===== config.mk =====
export PLATFORM = sky130hd
export DESIGN_NAME = bcd_seg7_scan_flat
export DESIGN_NICKNAME = d
export VERILOG_FILES = /design/src/rtl/bcd_seg7_scan_if.sv /design/src/rtl/bcd_seg7_scan.sv /design/src/flat_wrapper.sv
export SDC_FILE = /design/constraint.sdc
export NUM_CORES = 1
export LEC_CHECK = 0
export CAP_MARGIN = 5
export CORE_UTILIZATION = 45
export CTS_CLUSTER_DIAMETER = 100
export CTS_CLUSTER_SIZE = 8
export DETAILED_ROUTE_END_ITERATION = 10
export HOLD_SLACK_MARGIN = 0.03
export PLACE_DENSITY = 0.77
export SYNTH_ARGS = -nofsm -noshare
export SYNTH_HDL_FRONTEND = slang
export SYNTH_SLANG_ARGS = --single-unit

===== constraint.sdc =====
create_clock -name clk -period 2.8 [get_ports clk]
set_input_delay 0.56 -clock clk [delete_from_list [all_inputs] [get_ports clk]]
set_output_delay 0.56 -clock clk [all_outputs]
set_load 0.02 [all_outputs]

===== src/rtl/bcd_seg7_scan_if.sv =====
// Purpose : display bus between the BCD counter domain and the 7-segment scanner.
// Latency : n/a (signal bundle only).
// Backpr. : none; q is sampled freely, outputs are free-running.
// Signals : q[11:0] packed BCD (hundreds,tens,units), sel[2:0] active-low digit
//           enables, seg[7:0] active-low segments {dp,g..a}, frame_done pulse.
// Modports: master = producer of q / consumer of the display outputs,
//           slave  = the scanner itself.
interface bcd_seg7_scan_if;
   logic [11:0] q;
   logic [2:0]  sel;
   logic [7:0]  seg;
   logic        frame_done;

   modport master (
      output q,
      input  sel,
      input  seg,
      input  frame_done
   );

   modport slave (
      input  q,
      output sel,
      output seg,
      output frame_done
   );
endinterface


===== src/rtl/bcd_seg7_scan.sv =====
// Purpose : multiplexed common-anode 3-digit 7-segment driver for a packed BCD value,
//           snapshotting the value once per frame so a frame never mixes two values.
// Latency : first digit (DIG0) shown SCAN_DIV cycles after reset release; each digit
//           dwells SCAN_DIV cycles; a new value is visible from the next frame start.
// Backpr. : none; the scan is free-running and the source is never stalled.
//
// Ports   : clk            system clock, rising edge
//           rst_n          asynchronous reset, active low (released synchronously upstream)
//           disp.q         packed BCD in: [3:0] units, [7:4] tens, [11:8] hundreds
//           disp.sel       digit enables, active low, sel[i] drives DIGi
//           disp.seg       segments, active low, [7]=dp (held off), [6:0]=g..a
//           disp.frame_done one-cycle pulse in the cycle a new snapshot is taken
// Config  : define LEADING_ZERO_BLANK_EN to blank leading zeros on DIG2/DIG1.
//           Undefined (default): every digit is always decoded.
// Params  : CLK_FREQ / SCAN_FREQ give SCAN_DIV, which must be at least 2.
module bcd_seg7_scan #(
   parameter int CLK_FREQ  = 50_000_000,
   parameter int SCAN_FREQ = 1_000
) (
   input  logic           clk,
   input  logic           rst_n,
   bcd_seg7_scan_if.slave disp
);

   // ------------------------------------------------------------------
   // Divider sizing
   // ------------------------------------------------------------------
   localparam int              SCAN_DIV = CLK_FREQ / SCAN_FREQ;
   localparam int              DIV_W    = (SCAN_DIV > 1) ? $clog2(SCAN_DIV) : 1;
   localparam logic [DIV_W-1:0] DIV_LAST = DIV_W'(SCAN_DIV - 1);

   // Digit index. DIG2 doubles as the reset state so the very first tick
   // behaves exactly like an end-of-frame tick and takes the first snapshot.
   typedef enum logic [1:0] {
      DIG0 = 2'd0,
      DIG1 = 2'd1,
      DIG2 = 2'd2
   } dig_e;

   // ------------------------------------------------------------------
   // State and registered outputs
   // ------------------------------------------------------------------
   logic [DIV_W-1:0] r_div;
   dig_e             r_idx;
   logic [11:0]      r_shadow;
   logic [2:0]       r_sel;
   logic [7:0]       r_seg;
   logic             r_frame_done;

   // ------------------------------------------------------------------
   // Combinational next-output path
   // ------------------------------------------------------------------
   logic        w_tick;
   logic        w_snap;
   dig_e        w_idx_nxt;
   logic [11:0] w_frame;
   logic [3:0]  w_nib;
   logic [2:0]  w_sel_nxt;
   logic        w_blank;
   logic [7:0]  w_seg_nxt;

   // Active-low segment pattern, dp off. Anything that is not a legal BCD
   // digit is shown as "E" so corrupted counter state is visible on the panel.
   function automatic logic [7:0] f_seg7(input logic [3:0] i_nib);
      logic [7:0] v;
      case (i_nib)
         4'd0:    v = 8'hC0;
         4'd1:    v = 8'hF9;
         4'd2:    v = 8'hA4;
         4'd3:    v = 8'hB0;
         4'd4:    v = 8'h99;
         4'd5:    v = 8'h92;
         4'd6:    v = 8'h82;
         4'd7:    v = 8'hF8;
         4'd8:    v = 8'h80;
         4'd9:    v = 8'h90;
         default: v = 8'h86;
      endcase
      return v;
   endfunction

   assign w_tick = (r_div == DIV_LAST);

   // Leaving DIG2 on a tick is the frame boundary: capture q.
   assign w_snap = w_tick && (r_idx == DIG2);

   // On the frame-boundary tick the shadow has not been loaded yet, so the
   // DIG0 decode taken in that same edge reads the live input instead.
   assign w_frame = (r_idx == DIG2) ? disp.q : r_shadow;

   always_comb begin
      w_idx_nxt = DIG0;
      case (r_idx)
         DIG0:    w_idx_nxt = DIG1;
         DIG1:    w_idx_nxt = DIG2;
         DIG2:    w_idx_nxt = DIG0;
         default: w_idx_nxt = DIG0;
      endcase
   end

   always_comb begin
      w_nib     = 4'd0;
      w_sel_nxt = 3'b111;
      case (w_idx_nxt)
         DIG0: begin
            w_nib     = w_frame[3:0];
            w_sel_nxt = 3'b110;
         end
         DIG1: begin
            w_nib     = w_frame[7:4];
            w_sel_nxt = 3'b101;
         end
         DIG2: begin
            w_nib     = w_frame[11:8];
            w_sel_nxt = 3'b011;
         end
         default: begin
            w_nib     = 4'd0;
            w_sel_nxt = 3'b111;
         end
      endcase
   end

`ifdef LEADING_ZERO_BLANK_EN
   // Only a nibble that is exactly zero counts as a leading zero; an illegal
   // nibble is treated as significant so the "E" is never hidden. DIG0 always
   // shows, so a value of 000 reads as a single 0.
   always_comb begin
      w_blank = 1'b0;
      case (w_idx_nxt)
         DIG2:    w_blank = (w_frame[11:8] == 4'd0);
         DIG1:    w_blank = (w_frame[11:8] == 4'd0) && (w_frame[7:4] == 4'd0);
         default: w_blank = 1'b0;
      endcase
   end
`else
   assign w_blank = 1'b0;
`endif

   assign w_seg_nxt = w_blank ? 8'hFF : f_seg7(w_nib);

   // ------------------------------------------------------------------
   // Divider, scan FSM and output registers
   // ------------------------------------------------------------------
   always_ff @(posedge clk or negedge rst_n) begin
      if (!rst_n) begin
         r_div        <= '0;
         r_idx        <= DIG2;
         r_shadow     <= 12'h000;
         r_sel        <= 3'b111;
         r_seg        <= 8'hFF;
         r_frame_done <= 1'b0;
      end else begin
         r_frame_done <= 1'b0;
         if (w_tick) begin
            r_div <= '0;
            r_idx <= w_idx_nxt;
            r_sel <= w_sel_nxt;
            r_seg <= w_seg_nxt;
            if (w_snap) begin
               r_shadow     <= disp.q;
               r_frame_done <= 1'b1;
            end
         end else begin
            r_div <= r_div + DIV_W'(1);
         end
      end
   end

   assign disp.sel        = r_sel;
   assign disp.seg        = r_seg;
   assign disp.frame_done = r_frame_done;

endmodule


===== src/flat_wrapper.sv =====
// flat-port wrapper written by rule: the top's interface ports become plain ports
module bcd_seg7_scan_flat 
#(
   parameter int CLK_FREQ  = 50_000_000,
   parameter int SCAN_FREQ = 1_000
)
  (clk, rst_n, disp_q, disp_sel, disp_seg, disp_frame_done);
  bcd_seg7_scan_if disp_i ();
  input  logic clk;
  input  logic rst_n;
  input wire logic [$bits(disp_i.q)-1:0] disp_q;
  output wire logic [$bits(disp_i.sel)-1:0] disp_sel;
  output wire logic [$bits(disp_i.seg)-1:0] disp_seg;
  output wire logic [$bits(disp_i.frame_done)-1:0] disp_frame_done;
  assign disp_i.q = disp_q;
  assign disp_sel = disp_i.sel;
  assign disp_seg = disp_i.seg;
  assign disp_frame_done = disp_i.frame_done;
  bcd_seg7_scan #(.CLK_FREQ(CLK_FREQ), .SCAN_FREQ(SCAN_FREQ)) u_core (.clk(clk), .rst_n(rst_n), .disp(disp_i));
endmodule

==> impl_metrics.toml <==
[sta]
timing_hold_violations_final = 0
fin_crit_sh_pct = 78.0
skew_ps = 7.26
max_freq_mhz = 458
hold_slack_ps = 376
drv_slew = 0
finalSetupViolCount = 0
rsz0062_at_grt = "false"
setup_tns_ps = 0
slew-limit-headroom_pct = 41.5
min_period_ps = 2180
worst_pin_slew_ps = 878

[logic_synthesis]
ys_warn_count = 0
postSynthAreaPerCell_um2 = 12.3
ys_seq_area_share_pct = 51.0
synth_edf_count = 0
syn-cell-area_um2 = 2040
synthFlopType = "dfrtp_1"
synth_area_leader_cell = "dfrtp_1"
yosys_register_bits = 41
synth.distinct_cells = 40
yosysMostFrequentCell = "dfrtp_1"
synth_top_area_share_pct = 36.8
synth_common_cells = "30 x dfrtp_1, 15 x nand2_1, 13 x nor2_1, 11 x dfstp_2, 10 x mux2_4"
synth_area_leaders = "dfrtp_1 37%, dfstp_2 14%, mux2_4 7.4%"
syn_nets = 186
netlist_instances = 166
synth-async-reset-ratio_pct = 100

[min_path]
min_path_type = "primary input to asynchronous set/reset pin"

[finish]
nets = 211
diodes = 0
n_fill_cell = 379
drive_gt1_share_pct = 20.3
area_growth_syn_to_layout_pct = 16.1
instances_no_fill = 244

[clocking]
root_buffer = "clkbuf_8"
cts_sinks = 41
cts_inserted_buffers = 5
cts-resized-gates = 0
cts_tree = "built"
cts_buffer_depth = 2
h-tree-depth = 2
postCtsHoldBufs = 0
clock_latency_ps = 300
clk_pin_slew_ps = 80
cts_setup_buffers = 0

[grt]
track_usage_pct = 16.1
gr-total-overflow = 0
grt_start_max_net_pins = 42
antenna_found_initial = 0
grt_pass1_wl_mm = 6.08
grt_pass1_vias = 1325

[routing]
drt_iter0_drc = 77
drtPass1Iterations = 4
drtAntennaViolNets = 0
avgViaCountPerCell = 5.40
post_drt_wl_per_cell_um = 14.2
drc = 0
routed_wl_mm = 3.46
vias = 1318

[placement]
gp_congestion = 0.734
dp_hpwl_mm = 2.46
placed_cells = 236
io_buffers = 24

[die]
start_util_pct = 46.9
boundaryPins = 26
die_w_um = 69.3
die_h_um = 69.3
num_rows = 24
core_um2 = 4350
die_area_um2 = 4810

[critical_path]
crit_path_start_kind = "flip-flop"
path_max_fanout = 16
crit_path_end_kind = "flip-flop"
critPathKind = "flip-flop to flip-flop"
crit_arrival_ps = 2360
critPathRequiredTime_ps = 2980

[job]
maxCapViolCount = 0

[power_and_ir_drop]
p_leak_nw = 1.04
vdd_ir_drop_max_mv = 0.225
powerDensity_nw_per_um2 = 421

[status]
status = "finished, final reports clean"
## logic make-up (layout without fill, tap and decap cells)
group / Yosys count / after routing / share of synthesized area, %
muxes: 17 / 17 / 13.4
buffers and inverters: 12 / 38 / 3.68
xor gates and xnor gates: 12 / 12 / 5.15
other: 1 / 1 / 0.184
adders and majority gates: 6 / 6 / 3.68
DFF: 41 / 41 / 51.0
and+or+nand+nor: 58 / 58 / 16.7
AOI/OAI and AO/OA: 19 / 19 / 6.25
## layout make-up
type / instances / area (um^2) / area share [%]
repair buffers: 24 / 235 / 9.93
multi-input cells: 113 / 926 / 39.1
clock buffers: 8 / 80.1 / 3.38
flip-flops and latches: 41 / 1040 / 43.9
well taps: 52 / 65.1 / 2.75
inverters: 6 / 22.5 / 0.951
## state kept, by name (all words and copies together), names as in the netlist
name,flops
u_core.disp.sel,3
u_core.r_idx,2
u_core.disp.frame_done,1
u_core.r_shadow,12
u_core.disp.seg,7
u_core.r_div,16
## worst max-delay path, stage by stage (launching register included)
cell,delay [ps]
dfrtp_1,390
ha_1,220
and3_1,290
nand4_4,270
nor2_4,500
mux2_2,390
## worst paths after layout
check	start	endpoint	slack, ps	cells after the start
worst max-delay path	u_core.r_div[0]$_DFF_PN0_	u_core.r_shadow[6]$_DFFE_PN0P_	620	5
worst min-delay path	rst_n	u_core.r_shadow[0]$_DFFE_PN0P_	380	1
worst max register to register	u_core.r_div[0]$_DFF_PN0_	u_core.r_shadow[6]$_DFFE_PN0P_	620	5
worst min register to register	u_core.disp.seg[4]$_DFFE_PN1N_	u_core.disp.seg[4]$_DFFE_PN1N_	460	2
max in group asynchronous	rst_n	u_core.r_div[6]$_DFF_PN0_	1870	1
min in group clk	u_core.disp.seg[4]$_DFFE_PN1N_	u_core.disp.seg[4]$_DFFE_PN1N_	460	2
## cell usage in the layout (no fill, tap or decap), types with 2 or more instances in the layout
cell             count
inv_1                6
dfrtp_1             30
nor2_1              13
a32o_1               2
and4bb_2             2
nand2_1             15
dfstp_2             11
nand3_1              5
clkbuf_1             3
nor3_1               4
clkbuf_8             5
xnor2_1              9
a21oi_1              3
clkdlybuf4s50_1     23
and4_1               3
mux2_2               2
o21ai_0              6
nand2b_1             4
a22o_1               2
mux4_2               4
and3_1               2
xor2_1               3
ha_1                 6
nand4_1              5
mux2_4              10
## routing by layer
layer,track usage (%),part of all wire (%),up-vias
li1,-,-,638
met1,21.8,47,653
met2,25.2,48,22
met3,4.36,2.9,5
met4,5.44,1.4,0
met5,0,0,-
## through the flow
step | utilization [%] | total power [W] | worst slack (ps) | instance area, um^2
global route | 54.4 | 0.00103 | 494 | 2370
CTS | 54.4 | 0.00101 | 603 | 2370
finish | 54.4 | 0.000997 | 617 | 2370
detailed placement | 52.6 | 0.000635 | 439 | 2290
floorplan | - | 0.000606 | 920 | 2040
global placement | 52.6 | 0.000634 | 559 | 2290
## where the power goes
group / internal [W] / switching (W)
clock network: 0.000177 / 0.000197
registers: 0.000593 / 0
logic: 0.0000154 / 0.0000150
total: 0.000785 / 0.000212
Note: power is estimated with default switching activity, not from simulation.
==> RTL edit, RTL diff (config.mk and constraints unchanged) <==
`CLK_FREQ` is set to 50_000_000 in 2 places; all go to 25_000_000.
--- a/src/rtl/bcd_seg7_scan.sv
+++ b/src/rtl/bcd_seg7_scan.sv
@@ -14,7 +14,7 @@
 //           Undefined (default): every digit is always decoded.
 // Params  : CLK_FREQ / SCAN_FREQ give SCAN_DIV, which must be at least 2.
 module bcd_seg7_scan #(
-   parameter int CLK_FREQ  = 50_000_000,
+   parameter int CLK_FREQ  = 25_000_000,
    parameter int SCAN_FREQ = 1_000
 ) (
    input  logic           clk,
--- a/src/flat_wrapper.sv
+++ b/src/flat_wrapper.sv
@@ -1,7 +1,7 @@
 // flat-port wrapper written by rule: the top's interface ports become plain ports
 module bcd_seg7_scan_flat 
 #(
-   parameter int CLK_FREQ  = 50_000_000,
+   parameter int CLK_FREQ  = 25_000_000,
    parameter int SCAN_FREQ = 1_000
 )
   (clk, rst_n, disp_q, disp_sel, disp_seg, disp_frame_done);
Formal check against the unedited RTL: no difference found for any inputs over 10 cycles, from zero or initial values and one cycle with rst_n low; that may be too few to reach the edited logic, so the function may still have changed.
==> RTL edit against the unedited design <==
Largest cell class unchanged; critical path type unchanged; synthesized area decreased by 5.6%; final area decreased by 3.5%; global-route usage increased by 1.3 points; setup slack got worse by 0.036 ns; sequential cell count decreased by 1; final cell count decreased by 4.5%; wire length decreased by 4.7%; combinational power decreased by 3%; sequential power decreased by 3%; clock power increased by 3%; critical endpoint is now u_core.r_shadow[1]; synthesized cell count decreased by 5.4%; total power decreased by 0.30%; clock skew decreased by 0.0027 ns.
==> RTL edit: results (changes against the unedited design) <==
.. list-table::
   :header-rows: 1

   * - Metric
     - Value
   * - Post-placement worst setup slack
     - 0.4928 ns (was 0.4387 ns)
   * - Complex-gate fraction of the synthesized area
     - 6.948% (was 6.254%)
   * - Portion of the post-synthesis area used by sequential elements
     - 52.66% (was 50.95%)
   * - Area share of fa/ha/maj cells after synthesis
     - 3.896% (was 3.679%)
   * - Seq/total area
     - 44.41% (was 43.90%)
   * - Hold slack
     - 0.3723 ns (was 0.3764 ns)
   * - Total track usage
     - 17.42% (was 16.14%)
   * - Area of the mapped netlist
     - 1927 um^2 (was 2041 um^2)
   * - Clock Buffer Count
     - 6 (was 8)
   * - Lkg Pwr
     - 0.9898 nW (was 1.038 nW)
   * - Minimum setup slack among reg-to-reg paths
     - 0.58 ns (was 0.62 ns)
   * - Number of sinks driven by the clock tree
     - 40 (was 41)
   * - Final Skew
     - 0.004579 ns (was 0.007256 ns)
   * - Final core utilization
     - 56.31% (was 54.40%)
   * - Synthesized netlist cell count
     - 157 (was 166)
   * - Starting DRT DRC Count
     - 44 (was 77)
   * - Final net count
     - 202 (was 211)
   * - Clock distribution area overhead in the final layout
     - 4.053% (was 3.381%)
   * - Number of inserted filler cells in the final layout
     - 336 (was 379)
   * - Max IR drop VDD
     - 268.9 uV (was 225.4 uV)
   * - Share of cell area taken by multi-input logic gates
     - 37.68% (was 39.09%)
   * - Share of cells above drive strength 1
     - 22.40% (was 20.31%)
   * - Max FFs per register
     - 15 (was 16)
   * - Slew HR
     - 43.86% (was 41.46%)
   * - Via count normalized by instance count
     - 5.395 (was 5.402)
   * - Maximum fanout along the worst path
     - 13 (was 16)
   * - Status
     - completed (unchanged)
   * - Final weighted congestion in routability-driven placement
     - 0.8131 (was 0.7344)
   * - Net switching power of the design
     - 204.6 uW (was 212.2 uW)
   * - Fmax achieved
     - 0.4507 GHz (was 0.4581 GHz)
==> RTL edit: cell types whose count changed in the layout (fill, tap and decap cells not counted), sizes merged, moves of 3 or more <==
cell,unedited run,this run
inv,6,3
nand2,15,11
nor2,14,11
nor3,4,1
or3,0,3
xnor2,9,2
xor2,3,8
==> RTL edit: power groups by stage <==
| stage | registers (mW) | clock network (mW) | logic [mW] |
|---|---|---|---|
| global route | 0.578 | 0.426 | 0.0337 |
| floorplan | 0.589 | 0 | 0.00238 |
| CTS | 0.578 | 0.400 | 0.0306 |
| detailed placement | 0.589 | 0 | 0.0307 |
| global placement | 0.589 | 0 | 0.0292 |
| finish | 0.578 | 0.387 | 0.0295 |
==> RTL edit: routing by layer <==
layer | track usage [%] | part of all wire, % | up-vias
met3 | 4.392 | 3.5 | 8
li1 | - | - | 610
met5 | 0 | 0 | -
met2 | 29.13 | 51 | 23
met4 | 8.777 | 2.2 | 0
met1 | 20.70 | 43 | 616
